==> src/rtl/router_pkg.sv <==
// Shared constants and types for the router output FIFOs.
// A FIFO entry is a byte plus its header flag.
package router_pkg;

   localparam int unsigned FIFO_DEPTH  = 16;
   localparam int unsigned FIFO_ADDR_W = 4;
   localparam int unsigned BYTE_W      = 8;

   // Header byte layout: LEN in [7:2], ADDR in [1:0]
   typedef struct packed {
      logic [5:0] len;
      logic [1:0] addr;
   } hdr_t;

   typedef struct packed {
      logic              hdr;
      logic [BYTE_W-1:0] data;
   } fifo_entry_t;

   // Bytes still to come after the header: payload length plus the parity byte
   function automatic logic [6:0] pkt_len(input logic [BYTE_W-1:0] hdr_byte);
      hdr_t h;
      h = hdr_t'(hdr_byte);
      return {1'b0, h.len} + 7'd1;
   endfunction

endpackage

==> src/rtl/router_fifo_ptr.sv <==
// FIFO pointer with a wrap bit above the address bits.
// Counts modulo 2*DEPTH; synchronous clear takes priority over the increment.
module router_fifo_ptr #(
   parameter int unsigned ADDR_W = 4
) (
   input  logic            clk,
   input  logic            resetn,
   input  logic            clear,
   input  logic            enb,
   output logic [ADDR_W:0] ptr
);

   always_ff @(posedge clk or negedge resetn) begin
      if (!resetn)
         ptr <= '0;
      else if (clear)
         ptr <= '0;
      else if (enb)
         ptr <= ptr + 1'b1;
   end

endmodule

==> src/rtl/router_fifo.sv <==
// Per-port byte FIFO of the 1x3 router with header-driven packet length tracking.
// data_out clears to zero once the packet being served has been fully drained.
module router_fifo
   import router_pkg::*;
#(
   parameter int unsigned DEPTH  = FIFO_DEPTH,
   parameter int unsigned ADDR_W = FIFO_ADDR_W,
   parameter int unsigned WIDTH  = BYTE_W
) (
   input  logic             clk,
   input  logic             resetn,
   input  logic             soft_reset,
   input  logic             write_enb,
   input  logic             read_enb,
   input  logic             lfd_state,
   input  logic [WIDTH-1:0] data_in,
   output logic             full,
   output logic             empty,
   output logic [WIDTH-1:0] data_out
);

   fifo_entry_t     mem [DEPTH];
   fifo_entry_t     rd_entry;
   logic [ADDR_W:0] wr_ptr;
   logic [ADDR_W:0] rd_ptr;
   logic [6:0]      pkt_cnt;
   logic            do_wr;
   logic            do_rd;

   assign empty = (wr_ptr == rd_ptr);
   assign full  = (wr_ptr[ADDR_W-1:0] == rd_ptr[ADDR_W-1:0]) &&
                  (wr_ptr[ADDR_W] != rd_ptr[ADDR_W]);

   // Both requests are qualified by the pre-edge flags; soft_reset drops them
   assign do_wr = write_enb && !full  && !soft_reset;
   assign do_rd = read_enb  && !empty && !soft_reset;

   assign rd_entry = mem[rd_ptr[ADDR_W-1:0]];

   router_fifo_ptr #(.ADDR_W(ADDR_W)) u_wr_ptr (
      .clk    (clk),
      .resetn (resetn),
      .clear  (soft_reset),
      .enb    (do_wr),
      .ptr    (wr_ptr)
   );

   router_fifo_ptr #(.ADDR_W(ADDR_W)) u_rd_ptr (
      .clk    (clk),
      .resetn (resetn),
      .clear  (soft_reset),
      .enb    (do_rd),
      .ptr    (rd_ptr)
   );

   always_ff @(posedge clk) begin
      if (do_wr)
         mem[wr_ptr[ADDR_W-1:0]] <= '{hdr: lfd_state, data: data_in};
   end

   always_ff @(posedge clk or negedge resetn) begin
      if (!resetn) begin
         pkt_cnt  <= '0;
         data_out <= '0;
      end else if (soft_reset) begin
         pkt_cnt  <= '0;
         data_out <= '0;
      end else if (do_rd) begin
         data_out <= rd_entry.data;
         if (rd_entry.hdr)
            pkt_cnt <= pkt_len(rd_entry.data);
         else if (pkt_cnt != '0)
            pkt_cnt <= pkt_cnt - 7'd1;
      end else if (pkt_cnt == '0) begin
         data_out <= '0;
      end
   end

endmodule
==> config.mk <==
export PLATFORM = sky130hd
export DESIGN_NAME = router_fifo
export DESIGN_NICKNAME = d
export VERILOG_FILES = /design/src/rtl/router_pkg.sv /design/src/rtl/router_fifo_ptr.sv /design/src/rtl/router_fifo.sv
export SDC_FILE = /design/constraint.sdc
export NUM_CORES = 1
export LEC_CHECK = 0
export CORE_MARGIN = 5
export CORE_UTILIZATION = 40
export DETAILED_ROUTE_END_ITERATION = 8
export GPL_TIMING_DRIVEN = 0
export PLACE_DENSITY = 0.57
export REMOVE_ABC_BUFFERS = 1
export SYNTH_ARGS = -nofsm -noshare
export SYNTH_HDL_FRONTEND = slang
export SYNTH_HIERARCHICAL = 1
export SYNTH_SLANG_ARGS = --single-unit
==> constraint.sdc <==
create_clock -name clk -period 3.5 [get_ports clk]
set_input_delay 0.525 -clock clk [delete_from_list [all_inputs] [get_ports clk]]
set_output_delay 0.525 -clock clk [all_outputs]
set_load 0.01 [all_outputs]
-- Yosys cells after proc, flatten, opt, wreduce, memory -nomap -nowiden
Memory sizes are Yosys's and may differ from the RTL's.
Index checks and enable logic that the tools add are counted.
- mux-type cells: 13
- eq/ne operators: 3
- reduce and logical (&&, ||, !) cells: 15
- add/sub/neg operators: 4
- operator list (cell ; count):
    7-bit 2-to-1 mux ; 4
    8-bit 2-to-1 mux ; 3
    5-bit 2-to-1 mux ; 4
    5-bit by 1-bit adder with 5-bit output (second input constant) ; 2
    6-bit by 1-bit adder with 7-bit output (second input constant) ; 1
    7-bit zero test ; 1
    7-bit nonzero test ; 1
    7-bit by 1-bit subtractor with 7-bit output (second input constant) ; 1
    3-bit nonzero test ; 2
    5-bit equality test ; 1
    1-bit logical AND ; 5
    4-bit equality test ; 1
    2-bit nonzero test ; 2
    1-bit zero test ; 3
    1-bit 2-to-1 mux ; 2
    2-bit AND reduction ; 1
    1-bit inequality test ; 1
- output and inout bits: 10
- memories: 1
- memory bits (writable): 144
- bits of input ports: 14
- register bits after elaboration: 25
- word-level logic and storage cells: 40
- memory list (memory ; words ; width ; read ports ; clocked after Yosys merged registers in ; write ports ; line ; source):
    mem ; 16 ; 9 ; 1 ; 0 ; 1 ; router_fifo.sv:22 ; fifo_entry_t mem [DEPTH];

-- Longest topological paths before layout
Gate-level depths: netlist of the first run.
- depth in word-level cells: 7
- depth in mapped cells: 12
- gate-level depth less buffers: 8

-- Modules after synthesis
The synthesis of the first run kept the hierarchy.
- by module, submodules not included (module ; sequential area each (µm²) ; area an instance (µm²) ; cells an instance ; instances):
    router_fifo ; 4699.5 ; 6605.1 ; 350 ; 1
    router_fifo_ptr ; 125.1 ; 252.7 ; 22 ; 2

-- Least setup slack after synthesis of the first run
OpenSTA, ideal clock, no wires.
- kind: register to register
- start: register u_rd_ptr.ptr[0]
- end: memory mem[0][0] (netlist name) (enable)
- required time: 3.113 ns
- library setup time: 0.387 ns
- arrival time: 2.568 ns
- buffers on the path: 2
- slack: 0.545 ns
- stages on the path, launching flop included: 9
- cells stage by stage: dfrtp_1 -> buf_6 -> buf_12 -> xnor2_1 -> nand4_1 -> nor2_1 -> nor3b_1 -> or3b_2 -> nor3_1
- cells in the longest elaborated chain, start to end: 7
- RTL lines (what ; line ; source):
    start, declared ; router_fifo_ptr.sv:10 ; output logic [ADDR_W:0] ptr
    start signal, assigned ; router_fifo_ptr.sv:19 ; ptr <= ptr + 1'b1;
    4-bit equality test ; router_fifo.sv:31 ; assign full = (wr_ptr[ADDR_W-1:0] == rd_ptr[ADDR_W-1:0]) &&
    1-bit logical AND ; router_fifo.sv:31 ;
    via full ; router_fifo.sv:17 ; output logic full,
    1-bit zero test ; router_fifo.sv:35 ; assign do_wr = write_enb && !full && !soft_reset;
    1-bit logical AND (2 in a row) ; router_fifo.sv:35 ;
    via do_wr ; router_fifo.sv:27 ; logic do_wr;
    1-bit 2-to-1 mux ; router_fifo.sv:57 ; if (do_wr)
    1-bit 2-to-1 mux (not written as such) ; router_fifo.sv:58 ; mem[wr_ptr[ADDR_W-1:0]] <= '{hdr: lfd_state, data: data_in};
    end, declared ; router_fifo.sv:22 ;
The timed path passes the listed nets, and every way through them passes these cells.

-- Final worst setup path of the first run
- start: register u_rd_ptr.ptr[0]
- end: memory mem[0][1] (netlist name) (enable)
- cells in the longest elaborated chain, start to end: 7
- RTL lines (what ; line):
    4-bit equality test ; router_fifo.sv:31
    1-bit logical AND ; router_fifo.sv:31
    1-bit zero test ; router_fifo.sv:35
    1-bit logical AND (2 in a row) ; router_fifo.sv:35
    via do_wr ; router_fifo.sv:27
    1-bit 2-to-1 mux ; router_fifo.sv:57
    1-bit 2-to-1 mux (not written as such) ; router_fifo.sv:58
The timed path passes the listed nets, and every way through them passes these cells.

==> impl_metrics.toml, run 1 <==
[run_status]
status = "completed"

[synthesis]
ys.flop_type = "edfxtp_1"
synth-warning-count = 6
netlist_instances = 394
ys_seq_area_share_pct = 69.6
yosysMostFrequentCell = "edfxtp_1"
synth_area_leaders = "edfxtp_1 (61%), mux4_2 (8.9%), dfrtp_1 (8.8%)"
yosys-top-cells-count = "edfxtp_1 (144), nor2_1 (29), mux4_2 (28), dfrtp_1 (25), mux2i_1 (15)"
async_flop_share_pct = 14.8
ys_types = 56
synth_edf_count = 144
synth.avg_cell_area_um2 = 18.0
yosys.area.top_type = "edfxtp_1"
synth_area_um2 = 7110
ys_ff_latch = 169
netlist.area_leader.share_pct = 60.8

[hold_path]
min_path_cells = 1
hold_class = "reg -> reg"
hp-start = "data_out[2]"
holdPathEnd = "data_out[2]"

[layout]
drive_gt1_share_pct = 21.6
synthToLayoutAreaGrowth_pct = 15.5
layoutNonFillerInstCount = 661
fin_area_um2 = 8210
num-nets-final = 442
n_antenna_cell = 0

[drt]
drt-initial-drc-count = 286
route.detailed.drc = 0
vias = 3621
wire_per_inst_um = 21.9
drtAntennaViolNets = 0
via_per_inst = 5.48
drt_pass1_iterations = 4
routed_wl_um = 14500

[sta]
min_period_over_period_pct = 93.3
rsz0062_at_grt = "no"
clock_skew_ns = 0.00942
timing.slew.headroom_pct = 22.2
hold_viol = 0
max_freq_mhz = 306
tightest_slew_ns = 1.16
finalSetupViolCount = 0
post-route-min-period_ns = 3.26
drv_slew = 0
tns_ns = 0

[global_routing]
grt_pass1_vias = 3729
antenna_found_initial = 0
grt.total_usage_pct = 15.2
grt_pass1_wl_um = 22400
grt_max_degree = 37
grt_overflow_total = 0

[placed_design]
placedCellCount = 629
port_buffers = 23
place_area_um2 = 7590
gp_congestion = 0.737
hpwl_um = 9010

[critical_path]
rrSetupSlack_ns = 0.24
worst_setup_path_end_kind = "register"
crit_type = "reg -> reg"
worstReg2RegEnd = "mem[0][1]"
worstPathRequired_ns = 3.64
crit_arrival_ns = 3.40
reg2regPathDepth = 8
start_kind = "register"
cp_max_fo = 24
crit_start = "u_rd_ptr/ptr[0]"
regToRegStartpoint = "u_rd_ptr/ptr[0]"

[clock_tree]
cts.clk_slew.worst_paths_ns = 0.06
cts_htree_levels = 4
clockBufferDepth = 2
cts_tree = "done"
post_cts_buffers = 0
numCtsBuffers = 17
insertion_delay_ns = 0.43
root_buffer = "clkbuf_16"
cts_sinks = 169

[power]
cellLeakagePower_nw = 2.72
power_w = 0.00427
peakVddDrop_mv = 0.371
p_per_area_nw_per_um2 = 521

[job]
drv_cap = 0

[die]
start_util_pct = 41.0
coreArea_um2 = 17400
num_rows = 48
die_w_um = 143
die_h_um = 143
pin_count = 24
dieArea_um2 = 20500
[critical path, cell delays in order (launching register included)]
cell and delay [ns]:
dfrtp_4 0.72, buf_12 0.26, xnor2_1 0.09, nand4_1 0.15
nor2_1 0.11, nor3b_4 0.45, or3b_2 0.64, nor3_4 0.34
buf_6 0.21
[kinds of logic after synthesis]
logic type,share of synthesized area [%]
fa+ha+maj,0.880
simple gates,6.32
flops,69.6
xor+xnor,1.60
compound gates,4.68
buf+inv,2.25
mux,14.7
[power breakdown]
group	internal [W]	total (W)	leakage, nW	switching (W)
combinational	0.000135	0.000290	0.812	0.000154
clock	0.000979	0.00175	0.272	0.000769
sequential	0.00221	0.00224	1.64	0.0000265
[layout make-up]
type	count	area (um^2)
Fill cell	1457	9150
Sequential cell	169	4960
Multi-Input combinational cell	201	2080
Clock buffer	17	425
Timing Repair Buffer	29	315
Tap cell	225	282
Clock inverter	15	129
Inverter	5	18.8
[metal layers]
layer	global-route usage (%)	wire, um	vias to the layer above
met5	0	0	-
met4	4.86	221	0
met3	3.99	581	19
met2	25.6	7410	59
met1	19.4	6270	1895
li1	-	-	1648
[registers in the layout, indices dropped and copies added (netlist names)]
name	count
u_rd_ptr/ptr	5
mem	144
u_wr_ptr/ptr	5
data_out	8
pkt_cnt	7
[worst max path at each step]
stage                end  cells after the start  slack (ns)
3_3_place_gp   mem[0][4]                      6       -2.63
3_5_place_dp   mem[8][4]                      7       -0.99
6_report       mem[0][1]                      8        0.24
4_1_cts        mem[0][1]                      8        0.04
5_1_grt        mem[0][1]                      8        0.01
2_1_floorplan  mem[0][0]                      6       -0.87
[placed cells by master (no fill, tap or decap), types with 3 or more instances in the layout]
cell / n
dfrtp_2: 3
nand2b_1: 3
nor2b_1: 7
a22oi_1: 4
nor3_2: 3
nand3_1: 9
mux2i_1: 15
clkdlybuf4s50_1: 23
mux4_1: 7
nand3b_1: 5
edfxtp_1: 144
nor2_1: 17
o21ai_0: 4
nand2_1: 10
clkinv_2: 5
a221oi_1: 3
clkbuf_16: 17
nor2_4: 3
inv_1: 5
xnor2_1: 11
clkinv_4: 4
buf_6: 4
a21oi_1: 3
nor2_2: 9
mux4_2: 28
nand4_1: 5
a22o_1: 10
ha_1: 5
dfrtp_1: 21
[through the flow]
step	worst slack, ns	utilization, %	hold slack, ns
finish	0.235	47.3	0.496
global route	0.0110	47.3	0.513
detailed placement	-0.993	43.7	0.487
CTS	0.0403	47.3	0.505
floorplan	-0.870	-	0.229
global placement	-2.63	43.1	0.485
[repair_timing]
action	4_1_cts	5_1_grt
resized for setup	20	1
hold buffers	0	0
setup endpoints to repair	144	5
(Power assumes the default switching activity.)
==> run 2, diff against run 1 <==
--- a/config.mk
+++ b/config.mk
@@ -8,6 +8,7 @@
 export CORE_MARGIN = 5
 export CORE_UTILIZATION = 40
 export DETAILED_ROUTE_END_ITERATION = 8
+export GPL_ROUTABILITY_DRIVEN = 0
 export GPL_TIMING_DRIVEN = 0
 export PLACE_DENSITY = 0.57
 export REMOVE_ABC_BUFFERS = 1
==> results of run 2 <==
Final layout, timing and power as in run 1 (identical DEF).
